<file path="src/rtl/spi_regfile_slave.sv">
// SPI register-file slave. The SPI pins are oversampled on the system clock.
// The first byte of a frame sets the register address. Each later byte writes
// a config register (writes to other addresses are dropped) and then advances
// the address by one. The read window drives a one-hot channel select and a
// register index to an external counter mux. The selected byte returns on MISO.
// A frame ends when sclk has been quiet for IDLE_RST clocks.
module spi_regfile_slave #(
    parameter int DATA_W      = 8,
    parameter int ADDR_W      = 8,
    parameter int NUM_CFG     = 3,
    parameter int CFG_BASE    = 1,
    parameter int RD_BASE     = 4,
    parameter int NUM_CH      = 8,
    parameter int REGS_PER_CH = 7,
    parameter int IDLE_RST    = 8
) (
    input  logic                              clk,
    input  logic                              rst,
    input  logic                              sclk,
    input  logic                              serial_in,
    input  logic [DATA_W-1:0]                 rd_data,
    output logic                              serial_out,
    output logic [NUM_CFG*DATA_W-1:0]         cfg_regs,
    output logic [NUM_CH-1:0]                 load_cnt_ser,
    output logic [$clog2(REGS_PER_CH)-1:0]    select_reg,
    output logic [ADDR_W-1:0]                 addr,
    output logic                              frame_active,
    output logic                              byte_done
);

    localparam int CH_W  = (NUM_CH > 1) ? $clog2(NUM_CH) : 1;
    localparam int IDX_W = $clog2(REGS_PER_CH);
    localparam int BC_W  = $clog2(DATA_W);
    localparam int IC_W  = $clog2(IDLE_RST + 1);

    localparam logic [1:0] S_IDLE = 2'd0;
    localparam logic [1:0] S_ADDR = 2'd1;
    localparam logic [1:0] S_DATA = 2'd2;

    // Synchroniser taps: [0] and [1] are the metastability pair; [2] is the previous level.
    logic [2:0] sclk_q;
    logic [2:0] sin_q;
    logic       rise_q, fall_q;

    logic [1:0]                 state_q,   state_d;
    logic [BC_W-1:0]            bit_cnt_q, bit_cnt_d;
    logic [DATA_W-1:0]          rx_q,      rx_d;
    logic [IC_W-1:0]            idle_q,    idle_d;
    logic [ADDR_W-1:0]          addr_q,    addr_d;
    logic [NUM_CFG-1:0][DATA_W-1:0] cfg_q, cfg_d;
    logic [DATA_W-1:0]          tx_q,      tx_d;
    logic                       load_q,    load_d;
    logic                       done_q,    done_d;
    logic                       win_q,     win_d;
    logic [CH_W-1:0]            ch_q,      ch_d;
    logic [IDX_W-1:0]           idx_q,     idx_d;

    logic [DATA_W-1:0] byte_in;
    logic [ADDR_W-1:0] addr_nxt;
    logic [DATA_W-1:0] tx_val;
    logic              rc_win;
    logic [CH_W-1:0]   rc_ch;
    logic [IDX_W-1:0]  rc_idx;
    int                off;

    // Two-flop synchroniser plus one history flop. Edge strobes are registered, so a pin edge gives a strobe 3 clk later.
    always_ff @(posedge clk) begin
        if (rst) begin
            sclk_q <= '0;
            sin_q  <= '0;
            rise_q <= 1'b0;
            fall_q <= 1'b0;
        end else begin
            sclk_q <= {sclk_q[1:0], sclk};
            sin_q  <= {sin_q[1:0], serial_in};
            rise_q <= sclk_q[1] & ~sclk_q[2];
            fall_q <= ~sclk_q[1] & sclk_q[2];
        end
    end

    // sin_q[2] is delayed by the same amount as the rise strobe, so it holds the bit that belongs to this rise.
    assign byte_in  = {rx_q[DATA_W-2:0], sin_q[2]};
    assign addr_nxt = (state_q == S_ADDR) ? ADDR_W'(byte_in) : addr_q + ADDR_W'(1);

    // Comparator chain that finds the channel and index of a non-sequential address; a divider is not needed.
    always_comb begin
        rc_win = 1'b0;
        rc_ch  = '0;
        rc_idx = '0;
        off    = int'(addr_nxt) - RD_BASE;
        for (int c = 0; c < NUM_CH; c++) begin
            if (off >= c * REGS_PER_CH && off < (c + 1) * REGS_PER_CH) begin
                rc_win = 1'b1;
                rc_ch  = CH_W'(c);
                rc_idx = IDX_W'(off - c * REGS_PER_CH);
            end
        end
    end

    // Value presented on MISO for the current address. The cfg and mux state have already settled by the load cycle.
    always_comb begin
        tx_val = '0;
        for (int k = 0; k < NUM_CFG; k++) begin
            if (addr_q == ADDR_W'(CFG_BASE + k)) tx_val = cfg_q[k];
        end
        if (win_q) tx_val = rd_data;
    end

    // Frame FSM, idle timeout, byte commit, and tx shift/load.
    always_comb begin
        state_d   = state_q;
        bit_cnt_d = bit_cnt_q;
        rx_d      = rx_q;
        idle_d    = idle_q;
        addr_d    = addr_q;
        cfg_d     = cfg_q;
        tx_d      = tx_q;
        load_d    = 1'b0;
        done_d    = 1'b0;
        win_d     = win_q;
        ch_d      = ch_q;
        idx_d     = idx_q;

        if (state_q == S_IDLE || rise_q || fall_q)
            idle_d = '0;
        else if (idle_q != IC_W'(IDLE_RST))
            idle_d = idle_q + IC_W'(1);

        // The fall right after a byte's last rise has bit_cnt == 0. Skipping that shift keeps the freshly loaded MSB.
        if (load_q)
            tx_d = tx_val;
        else if (fall_q && bit_cnt_q != '0)
            tx_d = tx_q << 1;

        case (state_q)
            S_IDLE: begin
                if (rise_q) begin
                    rx_d      = byte_in;
                    bit_cnt_d = BC_W'(1);
                    state_d   = S_ADDR;
                end
            end
            S_ADDR, S_DATA: begin
                if (idle_q == IC_W'(IDLE_RST)) begin
                    state_d   = S_IDLE;
                    bit_cnt_d = '0;
                    rx_d      = '0;
                end else if (rise_q) begin
                    rx_d      = byte_in;
                    bit_cnt_d = bit_cnt_q + BC_W'(1);
                    if (bit_cnt_q == BC_W'(DATA_W - 1)) begin
                        bit_cnt_d = '0;
                        done_d    = 1'b1;
                        load_d    = 1'b1;
                        addr_d    = addr_nxt;
                        if (state_q == S_ADDR) begin
                            state_d = S_DATA;
                            win_d   = rc_win;
                            ch_d    = rc_ch;
                            idx_d   = rc_idx;
                        end else begin
                            for (int k = 0; k < NUM_CFG; k++) begin
                                if (addr_q == ADDR_W'(CFG_BASE + k)) cfg_d[k] = byte_in;
                            end
                            if (win_q) begin
                                if (idx_q == IDX_W'(REGS_PER_CH - 1)) begin
                                    idx_d = '0;
                                    if (ch_q == CH_W'(NUM_CH - 1)) begin
                                        win_d = 1'b0;
                                        ch_d  = '0;
                                    end else begin
                                        ch_d  = ch_q + CH_W'(1);
                                    end
                                end else begin
                                    idx_d = idx_q + IDX_W'(1);
                                end
                            end else begin
                                win_d = rc_win;
                                ch_d  = rc_ch;
                                idx_d = rc_idx;
                            end
                        end
                    end
                end
            end
            default: state_d = S_IDLE;
        endcase
    end

    // State register; reset takes priority over every event in the same cycle.
    always_ff @(posedge clk) begin
        if (rst) begin
            state_q   <= S_IDLE;
            bit_cnt_q <= '0;
            rx_q      <= '0;
            idle_q    <= '0;
            addr_q    <= '0;
            cfg_q     <= '0;
            tx_q      <= '0;
            load_q    <= 1'b0;
            done_q    <= 1'b0;
            win_q     <= 1'b0;
            ch_q      <= '0;
            idx_q     <= '0;
        end else begin
            state_q   <= state_d;
            bit_cnt_q <= bit_cnt_d;
            rx_q      <= rx_d;
            idle_q    <= idle_d;
            addr_q    <= addr_d;
            cfg_q     <= cfg_d;
            tx_q      <= tx_d;
            load_q    <= load_d;
            done_q    <= done_d;
            win_q     <= win_d;
            ch_q      <= ch_d;
            idx_q     <= idx_d;
        end
    end

    assign serial_out   = tx_q[DATA_W-1];
    assign cfg_regs     = cfg_q;
    assign load_cnt_ser = win_q ? (NUM_CH'(1) << ch_q) : '0;
    assign select_reg   = win_q ? idx_q : '0;
    assign addr         = addr_q;
    assign frame_active = (state_q != S_IDLE);
    assign byte_done    = done_q;

endmodule

</file>
<file path="config.mk">
export PLATFORM = sky130hd
export DESIGN_NAME = spi_regfile_slave
export DESIGN_NICKNAME = d
export VERILOG_FILES = /design/src/rtl/spi_regfile_slave.sv
export SDC_FILE = /design/constraint.sdc
export NUM_CORES = 1
export LEC_CHECK = 0
export CORE_UTILIZATION = 30
export CTS_CLUSTER_DIAMETER = 60
export CTS_CLUSTER_SIZE = 20
export DETAILED_ROUTE_END_ITERATION = 8
export DONT_BUFFER_PORTS = 1
export PLACE_DENSITY = 0.46
export SYNTH_ARGS = -nofsm -noshare
export SYNTH_HDL_FRONTEND = slang
export SYNTH_SLANG_ARGS = --single-unit
export TNS_END_PERCENT = 10
</file>
<file path="constraint.sdc">
create_clock -name clk -period 3.4 [get_ports clk]
set_input_delay 0.68 -clock clk [delete_from_list [all_inputs] [get_ports clk]]
set_output_delay 0.68 -clock clk [all_outputs]
set_load 0.03 [all_outputs]
</file>
# [Word-level counts from Yosys, hierarchy flattened]
# Cells that the tools add are included.
[word_totals] inputBits=12 word_cells=154 ff_bits=73 output_inout_bits=46
[op_classes] n_shift=1 add_sub_neg=13 n_bitwise=8 n_eq_ne=15 mux=58 n_lt_le_gt_ge=16 reduce_logical=26
[op_table] op="$mux 8" n=10
[op_table] op="$mux 3" n=26
[op_table] op="$lt 9x7->1 const B" n=4
[op_table] op="$ge 9x7->1 const B" n=3
[op_table] op="$ge 9x6->1 const B" n=2
[op_table] op="$lt 9x6->1 const B" n=2
[op_table] op="$reduce_and 6->1" n=3
[op_table] op="$eq 8x2->1 const B" n=2
[op_table] op="$pmux 8 s2" n=1
[op_table] op="$mux 1" n=14
[op_table] op="$sub 3x3->3 const B" n=4
[op_table] op="$mux 2" n=5
[op_table] op="$add 3x1->3 const B" n=3
[op_table] op="$eq 3x3->1 const B" n=3
[op_table] op="$ge 9x1->1 const B" n=1
[op_table] op="$ge 9x4->1 const B" n=1
[op_table] op="$ge 9x5->1 const B" n=1
[op_table] op="$logic_and 1x1->1" n=9
[op_table] op="$lt 9x4->1 const B" n=1
[op_table] op="$lt 9x5->1 const B" n=1
[op_table] op="$ne 3x3->1 const B" n=3
[op_table] op="$sub 8x3->9 const B" n=1
[op_table] op="$add 8x1->8 const B" n=1
[op_table] op="$eq 8x1->1 const B" n=1
[op_table] op="23 further kinds" n=35

# [Logic depth before layout (Yosys ltp)]
[logic_depth] ltp_word=15 depth_mapped=18 depth_no_buf=16

# [Worst setup path before layout]
# No wires, ideal clock.
[synth_path] path_type="register to register" from="register addr_q[0] (netlist: addr[0])" to="register idx_q[0]" arrival_ps=3767 path_slack_ps=-497 synth_period_minus_slack_ps=3897 required_ps=3269 setup_ps=131 n_path_buf=1 path_stages_with_launch=18 cell_sequence="dfxtp_1 > buf_2 > inv_1 > ha_1 > inv_1 > mux2i_1 > inv_1 > ha_1 > a2111oi_0 > and3_1 > ha_1 > a21oi_1 > a31oi_1 > o2111ai_2 > a21o_1 > a311o_1 > a22oi_2 > o22ai_1"
[synth_via] elab_chain_cells=15 elab_cells_between_ends=44 classes_between="9 x add/sub; 16 x order compare; 11 x mux; 8 x reduce/logical"
[synth_rtl] element="start, declared" line="49" source="logic [ADDR_W-1:0] addr_q, addr_d;"
[synth_rtl] element="start signal, assigned" line="210" source="addr_q <= addr_d;"
[synth_rtl] element="$add 8x1->8 (*)" line="83" source="assign addr_nxt = (state_q == S_ADDR) ? ADDR_W'(byte_in) : addr_q + ADDR_W'(1);"
[synth_rtl] element="$mux 8 (*)" line="83"
[synth_rtl] element="named net addr_nxt[1]" line="59" source="logic [ADDR_W-1:0] addr_nxt;"
[synth_rtl] element="$sub 8x3->9 (*)" line="90" source="off = int'(addr_nxt) - RD_BASE;"
[synth_rtl] element="$ge 9x1->1 or $lt 9x4->1 (tied branches)" line="92" source="if (off >= c * REGS_PER_CH && off < (c + 1) * REGS_PER_CH) begin"
[synth_rtl] element="$logic_and 1x1->1" line="92"
[synth_rtl] element="$mux 3 (7 in a row)" line="92"
[synth_rtl] element="$mux 3 (*)" line="92"
[synth_rtl] element="$mux 3" line="165" source="if (win_q) begin"
[synth_rtl] element="$mux 3 (*)" line="156" source="if (state_q == S_ADDR) begin"
[synth_rtl] element="end signal, assigned" line="217" source="idx_q <= idx_d;"
[synth_rtl] element="end, declared" line="56" source="logic [IDX_W-1:0] idx_q, idx_d;"
# Mark *: on every way through the listed nets, which the timed path passes. The rest lies on a longest branch.
# A chain may end at the register's enable or synchronous reset.

# [Final worst setup path]
[layout_path] from="register addr_q[1] (netlist: addr[1])" to="register idx_q[1]"
# The elaborated chain is that of the path after synthesis.

==> results.yml <==
timing:
  final-setup-viol-count: 0
  fin_ws_ns: 0.106
  timing.final.crit_share_pct: 96.9
  fin_skew_ns: 0.00806
  tightest_slew_ns: 0.883
  fmaxAchievable_ghz: 0.304
  holdWs_ns: 0.418
  slew_viol_final: 0
  hold_viol: 0
  maxSlewHeadroom_pct: 41.0
  fin_tns_setup_ns: 0
  period_needed_ns: 3.29
critical_path:
  crit_required_ns: 3.61
  startpoint_type: "register"
  cp_slowest_stage_delay_ns: 0.38
  cp_max_fo: 8
  path_cells: "buf_4 > ha_1 > inv_1 > mux2i_4 > inv_2 > ha_2 > a2111oi_2 > and3_4 > ha_4 > a21oi_1 > a31oi_1 > o2111ai_2 > mux2_2 > o211ai_1 > o211a_1 > o22ai_1"
  arrival_ns: 3.51
  crit_type: "reg2reg"
  crit_family: "compound AO/OA/AOI/OAI gates"
  crit_slowest_cell: "mux2_2"
  worstSetupEndpointType: "register"
  crit_buf_inv: 3
final_layout:
  layout_commonest_cell: "nor2_1"
  finalNetCount: 626
  mostFrequentLayoutCells: "nor2_1 (71), dfxtp_1 (67), nand2_1 (53)"
  syn_to_final_growth_pct: 21.9
  layout-drive-gt1-share_pct: 20.0
  diodes: 0
  design_area_um2: 5470
clock_tree:
  cts_root_buf: "clkbuf_16"
  cts.clk_slew.worst_paths_ns: 0.06
  htree_levels: 3
  cts_sinks: 72
  numCtsBuffers: 9
  cts_tree: "yes"
  clkLatencyLatePin_ns: 0.33
  clockBufferDepth: 2
routing:
  drtIter0Drc: 369
  wl_per_cell_um: 17.0
  remaining_drc_errors: 0
  vias: 4158
  viasPerCell: 5.37
  detail_route.first_pass.iterations: 5
  routed_wl_mm: 13.2
  ant_nets: 0
job:
  maxCapViolations: 0
synth:
  ys_ff_latch: 72
  ys_types: 70
  synth_sequential_area_ratio_pct: 32.1
  async_flop_share_pct: 0
  synth-edff-count: 0
  syn_nets: 595
  ys_warn_count: 0
  syn_avg_cell_area_um2: 8.09
  synth_top_cell_by_area: "dfxtp_1"
  netlist_top_cells_area: "dfxtp_1 (32%), ha_1 (7.8%), mux2i_1 (6.2%)"
  synthCells: 555
  ys.flop_type: "dfxtp_1"
  syn_area_um2: 4490
  yosysTopAreaCellShare_pct: 32.1
floorplan:
  start_util_pct: 30.8
  fp.dieH_um: 124
  core-area_um2: 14600
  rows: 44
  io_pins: 58
  fp.dieArea_um2: 15500
  die_w_um: 124
pwr:
  power-per-cell-area_nw_per_um2: 358
  p_leak_nw: 2.17
  vdd_drop_max_uv: 254
placement:
  gp_congestion: 0.892
  place_area_um2: 4980
  portBuffers: 0
  dpl_worst_slack_ns: -0.0831
  dpl.hpwl_mm: 9.61
grt:
  antenna_found_initial: 0
  grt_pass1_wl_mm: 20.8
  track_usage_pct: 16.8
  gr-total-overflow: 0
  grt_max_degree: 64
  grt_pass1_vias: 3837
hold_path:
  hp-class: "reg2reg"
status:
  outcome: "completed"
==> synth_stat cells (3+ instances only) <==
cell       instances
ha_1              28
a311o_1            3
a31oi_1            3
dfxtp_1           72
buf_4              3
nor2b_1           11
nand2_1           53
a21o_1             4
clkbuf_1          21
o21ai_0           15
xor2_1             3
nand4_1            3
nand3b_1           4
nand3_1           26
o22ai_1            3
a211oi_1          14
xnor2_1            3
nor3_1             5
a21oi_1           45
buf_2              5
a22oi_1            9
mux2_2             9
o2111ai_1          3
and2_1            13
nor2_1            71
nand2b_1           8
and3_1             9
mux2i_1           28
a221o_1            3
nor4_1             3
or4_1              3
inv_1             22
o211ai_1           3
==> final timing paths <==
check	startpoint	endpoint	slack, ns	depth (start not counted)
max	addr[1]	idx_q[1]	0.11	16
min	sclk_q[2]	rise_q	0.42	1
max reg2reg	addr[1]	idx_q[1]	0.11	16
min reg2reg	sclk_q[2]	rise_q	0.42	1
==> metrics by stage <==
stage               instances  power [mW]  util, %
CTS                       774        1.99     36.6
global route              775        2.03     37.5
floorplan                 555       0.908        -
finish                    775        1.96     37.5
global placement          758       0.912     34.1
detailed placement        758       0.913     34.1
==> flip-flops by register name, summed over array words and instances (netlist names) <==
register,flops
bit_cnt_q,3
rise_q,1
state_q,2
sin_q,3
ch_q,3
addr,8
byte_done,1
idx_q,3
cfg_regs,24
sclk_q,3
rx_q,7
tx_q,8
idle_q,4
fall_q,1
win_q,1
==> layout make-up <==
class	instances	area (um^2)
clock inverter	5	85.1
timing repair buffer	51	390
fill	1516	9120
multi-input combinational	429	2970
sequential	72	1450
tap	184	230
clock buffer	11	254
inverter	23	88.8
==> power by group <==
| group | internal, mW | switching (mW) |
|---|---|---|
| Clock | 0.693 | 0.370 |
| Combinational | 0.0217 | 0.0263 |
| Sequential | 0.847 | 0.00382 |
==> metal layers <==
layer | track usage, % | vias up | routed length [um]
met4 | 3.76 | 0 | 121
met3 | 3.87 | 12 | 541
li1 | - | 2048 | -
met5 | 0 | - | 0
met1 | 24.1 | 2004 | 6600
met2 | 25.3 | 94 | 5920
==> timing repair <==
item	CTS	global route
buffers inserted	0	1
resized for setup	4	28
endpoints found under the setup margin	3	6
hold buffers	0	0
pin swaps	1	5
==> cell families (layout without fill, tap and decap cells) <==
kind of cell | count (synthesis) | after routing | synth area share [%]
AOI/OAI and AO/OA | 134 | 134 | 20.8
xor gates and xnor gates | 6 | 6 | 1.17
adders and majority gates | 28 | 28 | 7.81
buffers and inverters | 54 | 90 | 5.07
DFF | 72 | 72 | 32.1
muxes | 37 | 37 | 8.50
and+or+nand+nor | 224 | 224 | 24.5
No activity file was read; power rests on OpenSTA's default activity.
